--- src/rtl/smartcar_pkg.sv ---
// smartcar_pkg
// Types and default constants shared by the SmartCar panel button scanner.
//   arb_state_t     : arbiter FSM states (IDLE, OFFER)
//   TICK_DIV_DEF    : default clocks per debounce sample tick
//   STABLE_CNT_DEF  : default number of equal samples needed to accept a level
//   N_BTN_DEF       : default number of panel buttons
package smartcar_pkg;

  typedef enum logic {
    IDLE  = 1'b0,
    OFFER = 1'b1
  } arb_state_t;

  localparam int TICK_DIV_DEF   = 25;
  localparam int STABLE_CNT_DEF = 3;
  localparam int N_BTN_DEF      = 4;

endpackage

--- src/rtl/button_scan_arbiter_if.sv ---
// button_scan_arbiter_if
// Valid/ready event channel from the button arbiter to the command decoder.
//   cmd_valid : event offered (driven by master)
//   cmd_ready : decoder can accept (driven by slave)
//   cmd_id    : index of the offered button (driven by master)
interface button_scan_arbiter_if #(
  parameter int ID_W = 2
);

  logic            cmd_valid;
  logic            cmd_ready;
  logic [ID_W-1:0] cmd_id;

  modport master (output cmd_valid, output cmd_id, input cmd_ready);
  modport slave  (input cmd_valid, input cmd_id, output cmd_ready);

endinterface

--- src/rtl/button_scan_arbiter_debounce.sv ---
// btn_debounce
// Synchronizes and debounces one active-low button, emitting a one-clk
// press pulse when the debounced level falls (release produces nothing).
//   clk   : system clock
//   CR    : asynchronous clear, active-high
//   tick  : shared sample strobe from the prescaler
//   raw   : raw button pin, 0 = pressed
//   press : one-clk pulse on an accepted 1->0 transition
module btn_debounce
  import smartcar_pkg::*;
#(
  parameter int STABLE_CNT = STABLE_CNT_DEF
) (
  input  logic clk,
  input  logic CR,
  input  logic tick,
  input  logic raw,
  output logic press
);

  localparam int CW = (STABLE_CNT > 1) ? $clog2(STABLE_CNT) : 1;

  logic [1:0]    sync_q;
  logic          sync;
  logic          stable_q;
  logic [CW-1:0] cnt_q;

  assign sync = sync_q[1];

  always_ff @(posedge clk or posedge CR) begin
    if (CR) begin
      sync_q   <= 2'b11;
      stable_q <= 1'b1;
      cnt_q    <= '0;
      press    <= 1'b0;
    end else begin
      sync_q <= {sync_q[0], raw};
      press  <= 1'b0;
      if (tick) begin
        if (sync == stable_q) begin
          cnt_q <= '0;
        end else if (cnt_q == CW'(STABLE_CNT - 1)) begin
          // Accept the new level; only a fall to 0 counts as a press.
          stable_q <= sync;
          cnt_q    <= '0;
          press    <= ~sync;
        end else begin
          cnt_q <= cnt_q + 1'b1;
        end
      end
    end
  end

endmodule

--- src/rtl/button_scan_arbiter.sv ---
// button_scan_arbiter
// Debounces a bank of active-low panel buttons, latches each press as a
// pending event and hands events one at a time to the command decoder with
// round-robin priority over a valid/ready channel.
//   clk     : system clock
//   CR      : asynchronous clear, active-high
//   button  : raw button pins, 0 = pressed
//   cmd     : event channel (master side: cmd_valid, cmd_id out; cmd_ready in)
//   pending : per-button event-waiting flags
//
// state | meaning
// IDLE  | no event offered; picks the next pending button if any
// OFFER | cmd_valid high with a frozen cmd_id until cmd_ready
module button_scan_arbiter
  import smartcar_pkg::*;
#(
  parameter int N_BTN      = N_BTN_DEF,
  parameter int TICK_DIV   = TICK_DIV_DEF,
  parameter int STABLE_CNT = STABLE_CNT_DEF
) (
  input  logic                         clk,
  input  logic                         CR,
  input  logic [N_BTN-1:0]             button,
  button_scan_arbiter_if.master        cmd,
  output logic [N_BTN-1:0]             pending
);

  localparam int ID_W = (N_BTN > 1) ? $clog2(N_BTN) : 1;
  localparam int DW   = $clog2(TICK_DIV);

  logic [DW-1:0]    div_q;
  logic             tick;
  logic [N_BTN-1:0] press_vec;
  logic [N_BTN-1:0] clr_mask;

  arb_state_t       state_q, state_d;
  logic [ID_W-1:0]  id_q, id_d;
  logic [ID_W-1:0]  last_q, last_d;
  logic [ID_W-1:0]  pick;
  logic             found;

  assign tick = (div_q == DW'(TICK_DIV - 1));

  always_ff @(posedge clk or posedge CR) begin
    if (CR) begin
      div_q <= '0;
    end else if (tick) begin
      div_q <= '0;
    end else begin
      div_q <= div_q + 1'b1;
    end
  end

  for (genvar g = 0; g < N_BTN; g++) begin : g_btn
    btn_debounce #(
      .STABLE_CNT(STABLE_CNT)
    ) u_deb (
      .clk  (clk),
      .CR   (CR),
      .tick (tick),
      .raw  (button[g]),
      .press(press_vec[g])
    );
  end

  // Round-robin search: first pending bit starting just after last grant.
  always_comb begin
    pick  = '0;
    found = 1'b0;
    for (int k = 1; k <= N_BTN; k++) begin
      if (!found && pending[(int'(last_q) + k) % N_BTN]) begin
        found = 1'b1;
        pick  = ID_W'((int'(last_q) + k) % N_BTN);
      end
    end
  end

  always_comb begin
    state_d  = state_q;
    id_d     = id_q;
    last_d   = last_q;
    clr_mask = '0;
    case (state_q)
      IDLE: begin
        if (found) begin
          id_d    = pick;
          state_d = OFFER;
        end
      end
      OFFER: begin
        if (cmd.cmd_ready) begin
          clr_mask = N_BTN'(1) << id_q;
          last_d   = id_q;
          state_d  = IDLE;
        end
      end
      default: state_d = IDLE;
    endcase
  end

  always_ff @(posedge clk or posedge CR) begin
    if (CR) begin
      state_q <= IDLE;
      id_q    <= '0;
      last_q  <= ID_W'(N_BTN - 1);
      pending <= '0;
    end else begin
      state_q <= state_d;
      id_q    <= id_d;
      last_q  <= last_d;
      // A press landing on the clearing handshake keeps its bit set.
      pending <= (pending & ~clr_mask) | press_vec;
    end
  end

  assign cmd.cmd_valid = (state_q == OFFER);
  assign cmd.cmd_id    = id_q;

endmodule

--- src/flat_wrapper.sv ---
// flat-port wrapper written by rule: the top's interface ports become plain ports
module button_scan_arbiter_flat import smartcar_pkg::*;
#(
  parameter int N_BTN      = N_BTN_DEF,
  parameter int TICK_DIV   = TICK_DIV_DEF,
  parameter int STABLE_CNT = STABLE_CNT_DEF
)
  (clk, CR, button, pending, cmd_cmd_valid, cmd_cmd_id, cmd_cmd_ready);
  button_scan_arbiter_if #(.ID_W(2)) cmd_i ();
  input  logic clk;
  input  logic CR;
  input  logic [N_BTN-1:0] button;
  output logic [N_BTN-1:0] pending;
  output wire logic [$bits(cmd_i.cmd_valid)-1:0] cmd_cmd_valid;
  output wire logic [$bits(cmd_i.cmd_id)-1:0] cmd_cmd_id;
  input wire logic [$bits(cmd_i.cmd_ready)-1:0] cmd_cmd_ready;
  assign cmd_cmd_valid = cmd_i.cmd_valid;
  assign cmd_cmd_id = cmd_i.cmd_id;
  assign cmd_i.cmd_ready = cmd_cmd_ready;
  button_scan_arbiter #(.N_BTN(N_BTN), .TICK_DIV(TICK_DIV), .STABLE_CNT(STABLE_CNT)) u_core (.clk(clk), .CR(CR), .button(button), .cmd(cmd_i), .pending(pending));
endmodule
--- config.mk ---
export PLATFORM = sky130hd
export DESIGN_NAME = button_scan_arbiter_flat
export DESIGN_NICKNAME = d
export VERILOG_FILES = /design/src/rtl/smartcar_pkg.sv /design/src/rtl/button_scan_arbiter_if.sv /design/src/rtl/button_scan_arbiter_debounce.sv /design/src/rtl/button_scan_arbiter.sv /design/src/flat_wrapper.sv
export SDC_FILE = /design/constraint.sdc
export NUM_CORES = 1
export LEC_CHECK = 0
export ABC_AREA = 1
export CAP_MARGIN = 5
export CORE_AREA = 2 2 69 71
export DETAILED_ROUTE_END_ITERATION = 8
export DIE_AREA = 0 0 71 73
export HOLD_SLACK_MARGIN = 0.03
export PLACE_DENSITY = 0.6
export SYNTH_ARGS = -nofsm -noshare
export SYNTH_HDL_FRONTEND = slang
export SYNTH_SLANG_ARGS = --single-unit
--- constraint.sdc ---
create_clock -name clk -period 3.3 [get_ports clk]
set_input_delay 0.99 -clock clk [delete_from_list [all_inputs] [get_ports clk]]
set_output_delay 0.99 -clock clk [all_outputs]
set_load 0.01 [all_outputs]
---- Word level (Yosys, flattened, before mapping) ----
Cells that the tools add are included.
cells by class
  $add $sub $neg .......................... 9
  magnitude comparators ................... 4
  eq/ne operators ......................... 9
  shift-type cells ........................ 1
  muxes and demuxes ....................... 46
  bitwise gates (word level) .............. 16
  reduce and logical (&&, ||, !) cells .... 16
operators with widths
  operator             count
  $mux 1               26
  $mux 2               12
  $lt 3x4->1 const B   4
  $add 2x1->2 const B  6
  $reduce_and 3->1     4
  $not 1->1            9
  $bmux 1 s2           4
  $eq 2x2->1 const B   4
  $mux 4               2
  $reduce_or 2->1      4
  $add 5x1->5 const B  1
  $eq 5x5->1 const B   1
  $mux 5               1
  $add 2x2->2 const B  2
  $and 1x1->1 const A  4
  $and 4x4->4          1
  $eq 1x1->1           4
  $not 4->4            1
  $or 4x4->4           1
  $reduce_and 2->1     2
  $shl 1x2->4 const A  1
  $logic_and 1x1->1    3
  $logic_not 1->1      3
  $pmux 1 s2           1
storage, ports and cells
  register bits ........................... 38
  word-level logic and storage cells ...... 122

---- Longest topological paths before layout ----
  depth after elaboration ................. 18
  gate-level depth with buffers ........... 12
  depth with buffers taken out ............ 11

---- Hierarchy ----
Synthesis repeated with hierarchy kept, for this count alone.
unflattened totals
  cells, all modules ...................... 224
  area total of the unflattened synthesis .. 1949.4 um^2
by module, submodules not included
  module               times used  cells each  area an instance (um^2)  sequential area each (um^2)
  btn_debounce         4           26          251.5                    153.9
  button_scan_arbiter  1           120         943.4                    352.8

---- Worst setup path before layout ----
Ideal clock, no wire load.
  path type ............................... input -> register
  start ................................... input cmd_cmd_ready
  end ..................................... register u_core.pending[3]
  arrival time ............................ 1.461 ns
  required time ........................... 3.173 ns
  setup slack ............................. 1.712 ns
  stages on the path ...................... 4
  cells stage by stage .................... nand2_1 inv_1 a31oi_1 or2_2
between the ends
  longest elaborated chain between the ends .. 5
RTL lines
  element               RTL line                    source
  from (decl)           flat_wrapper.sv:16          input wire logic [$bits(cmd_i.cmd_ready)-1:0] cmd_cmd_ready;
  $mux 4                button_scan_arbiter.sv:91   if (cmd.cmd_ready) begin
  $mux 4                button_scan_arbiter.sv:83   case (state_q)
  $not 4->4             button_scan_arbiter.sv:112  pending <= (pending & ~clr_mask) | press_vec;
  $and 4x4->4           button_scan_arbiter.sv:112
  $or 4x4->4            button_scan_arbiter.sv:112
  to (signal assigned)  button_scan_arbiter.sv:112
  to (decl)             button_scan_arbiter.sv:25   output logic [N_BTN-1:0] pending
No other way between the ends.
A chain may end at the register's enable or synchronous reset.

---- Worst setup path in the final report ----
  start ................................... register u_core.id_q[1] (netlist: u_core.cmd.cmd_id[1])
  end ..................................... output cmd_cmd_id[1]
RTL lines
  element                 RTL line                    source
  from (decl)             button_scan_arbiter.sv:37   logic [ID_W-1:0] id_q, id_d;
  from (signal assigned)  button_scan_arbiter.sv:109  id_q <= id_d;
  to (decl)               flat_wrapper.sv:15          output wire logic [$bits(cmd_i.cmd_id)-1:0] cmd_cmd_id;
No word-level cell between the ends.

==> results.toml <==
[status]
status = "finished clean"

[sta]
setup_viol = 0
fin_ws_ps = 1023
max_freq_mhz = 439.1
fin_skew_ps = 5.008
slew_headroom = 0.6982
period_share = 0.6901
min_period_ps = 2277
rsz0062_at_grt = "no"
fin_tns_setup_ps = 0
drv_slew = 0
hold_viol_final = 0
worst_slew_pin_slew_ps = 452.8

[setup_path]
crit_arrival_ps = 1290
timing.rr.start = "u_core.last_q[0]"
cp_cell_sequence = "clkdlybuf4s50_1"
crit_buf_inv = 1
crit_required_ps = 2310
slowest_delay_ps = 570
worstSetupPathType = "reg2out"
cp_slowest_cell = "clkdlybuf4s50_1"
startpoint_type = "flop"
path_max_fanout = 6
crit_path_start = "u_core.cmd.cmd_id[1]"
crit_family = "buffers and inverters"
setup.worst_path.end_class = "primary output"

[cells_and_area]
fillCellCount = 428
drive_gt1_frac = 0.2049
syn2layout_area_growth_pct = 17.26
finalNonFillerCells = 259
diodes = 0
finalNetCount = 213

[die]
dieArea_um2 = 5183
fp.dieW_um = 71
ios = 14
fp-row-count = 25
initial_utilization = 0.3771
coreArea_um2 = 4536
fp.dieH_um = 73

[route]
via_per_inst = 4.699
drt_first_iter_violations = 47
wl_met1_um = 1199
drt-total-wl_um = 2605
dr.pass1.iters = 5
route.met2.wl_um = 1258
drc = 0
route.antenna.remaining_nets = 0
wl_per_cell_um = 10.06
vias = 1217
route.met3.wl_um = 94
top_layer_used = "met4"

[place]
gp_congestion = 0.8062
placed_cells = 251
pre_cts_slack_ps = 1164
portBuffers = 13
place_hpwl_um = 1937

[cts]
cts_resized = 0
cts-buffers-inserted = 5
cts.sinks = 38
insertion_delay_ps = 280
clk_pin_slew_ps = 70
htree_levels = 2
clockBufferDepth = 2
cts_hold_buf = 0
cts_setup_buffers = 0
cts_root_buf = "clkbuf_8"
cts_tree = "built"

[pwr]
swShare = 0.3464
p_switching_w = 0.0005228
intPower_w = 0.0009863
vdd_drop_max_v = 0.0003565
power_w = 0.001509
leakagePower_nw = 0.9274
power_density_nw_per_um2 = 752.4
clkPwrFrac = 0.244
p_comb_frac = 0.352
p_seq_frac = 0.404

[worst_hold_path]
hold_class = "reg2reg"
hold_path.startpoint = "u_core.g_btn[3].u_deb.sync_q[0]"

[synth]
synth_seq_cells = 38
avgSynthCellArea_um2 = 9.245
synth_area_leaders = "dfrtp_1, dfstp_2, nand2_1, inv_1, nand2_2"
synth_area_um2 = 1710
synth_top_area_cell = "dfrtp_1"
synth_edf_count = 0
synthDominantCellAreaShare = 0.3511
synth_ff_type = "dfrtp_1"
syn-num-nets = 194
synth-warning-count = 0
async_flop_share = 1.000
ys_types = 26
ys_seq_area_frac = 0.5662
netlist_instances = 185

[grt]
grt_pass1_wl_um = 4864
grt_pass1_vias = 1169
antenna_found_initial = 0
grtUsageTotal = 0.1203
gr-total-overflow = 0
grt_max_degree = 39

[run]
drv_cap = 0
## power by group through the flow
stage / Sequential [W] / Clock, W / Combinational [W]
floorplan: 0.000607 / 0 / 0.000395
global placement: 0.000617 / 0 / 0.000533
detailed placement: 0.000618 / 0 / 0.000535
CTS: 0.000610 / 0.000384 / 0.000538
global route: 0.000624 / 0.000400 / 0.000616
finish: 0.000610 / 0.000369 / 0.000531
## layout make-up
| cell class | count | area [µm²] | share of cell area |
|---|---|---|---|
| flip-flops and latches | 38 | 968.4 | 0.4828 |
| clock inverters | 1 | 30.03 | 0.01497 |
| clock buffers | 7 | 76.32 | 0.03805 |
| inverters | 30 | 117.6 | 0.05864 |
| multi-input cells | 115 | 608.1 | 0.3032 |
| well taps | 54 | 67.56 | 0.03369 |
| repair buffers | 14 | 137.6 | 0.06862 |
## layout by cell type (no fill, tap or decap), types with 2 or more instances in the layout
master           instances
nand4_1                  7
ha_1                     2
o21ai_0                 11
nand3_1                 15
clkbuf_1                 2
o21bai_1                 3
nor2_1                  13
clkbuf_8                 5
nor3_1                   3
a21oi_1                  7
inv_1                   25
nand2_1                 30
clkdlybuf4s50_1         13
xor2_1                   4
inv_2                    4
nand2_2                 12
dfstp_2                 14
dfrtp_1                 24
## synthesized netlist by cell type, types with 4 or more instances
cell type	instances
a21oi_1	7
dfrtp_1	24
dfstp_2	14
inv_1	25
inv_2	4
nand2_1	30
nand2_2	12
nand3_1	15
nand4_1	7
nor2_1	13
o21ai_0	11
xor2_1	4
## flip-flops by register name, indices dropped and copies added (netlist names)
register	flops
u_core.g_btn.u_deb.cnt_q	8
u_core.g_btn.u_deb.stable_q	4
u_core.pending	4
u_core.last_q	2
u_core.cmd.cmd_valid	1
u_core.div_q	5
u_core.g_btn.u_deb.press	4
u_core.g_btn.u_deb.sync_q	8
u_core.cmd.cmd_id	2
## routing by layer
metal	GRT usage	vias to the layer above
met5	0	-
met4	0.05660	0
met3	0.04006	8
met2	0.1994	17
met1	0.1417	561
li1	-	631
## kinds of logic after synthesis
| logic type | after synthesis | synth area share |
|---|---|---|
| compound gates | 24 | 0.07608 |
| xor+xnor | 5 | 0.02560 |
| simple gates | 84 | 0.2392 |
| flops | 38 | 0.5662 |
| buf+inv | 32 | 0.07827 |
| fa+ha+maj | 2 | 0.01463 |
## path summary, 6_finish.rpt
kind                                              endpoint  slack (ps)  cells after the start
setup reg to reg                      u_core.cmd.cmd_id[1]        1750                      9
setup / recovery                             cmd_cmd_id[1]        1020                      1
max in group asynchronous  u_core.g_btn[1].u_deb.sync_q[0]        1830                      3
hold reg to reg            u_core.g_btn[3].u_deb.sync_q[1]         360                      0
hold / removal             u_core.g_btn[3].u_deb.sync_q[1]         360                      0
min in group asynchronous      u_core.g_btn[2].u_deb.press        1120                      3
## metrics by stage
stage	instance area (µm²)	hold WS [ps]	utilization
2_1_floorplan	1710	345.2	-
3_3_place_gp	1899	346.1	0.4188
3_5_place_dp	1899	348.1	0.4188
4_1_cts	2006	358.6	0.4422
5_1_grt	2006	361.0	0.4422
6_report	2006	357.0	0.4422
Power figures use the tool's default switching activity.
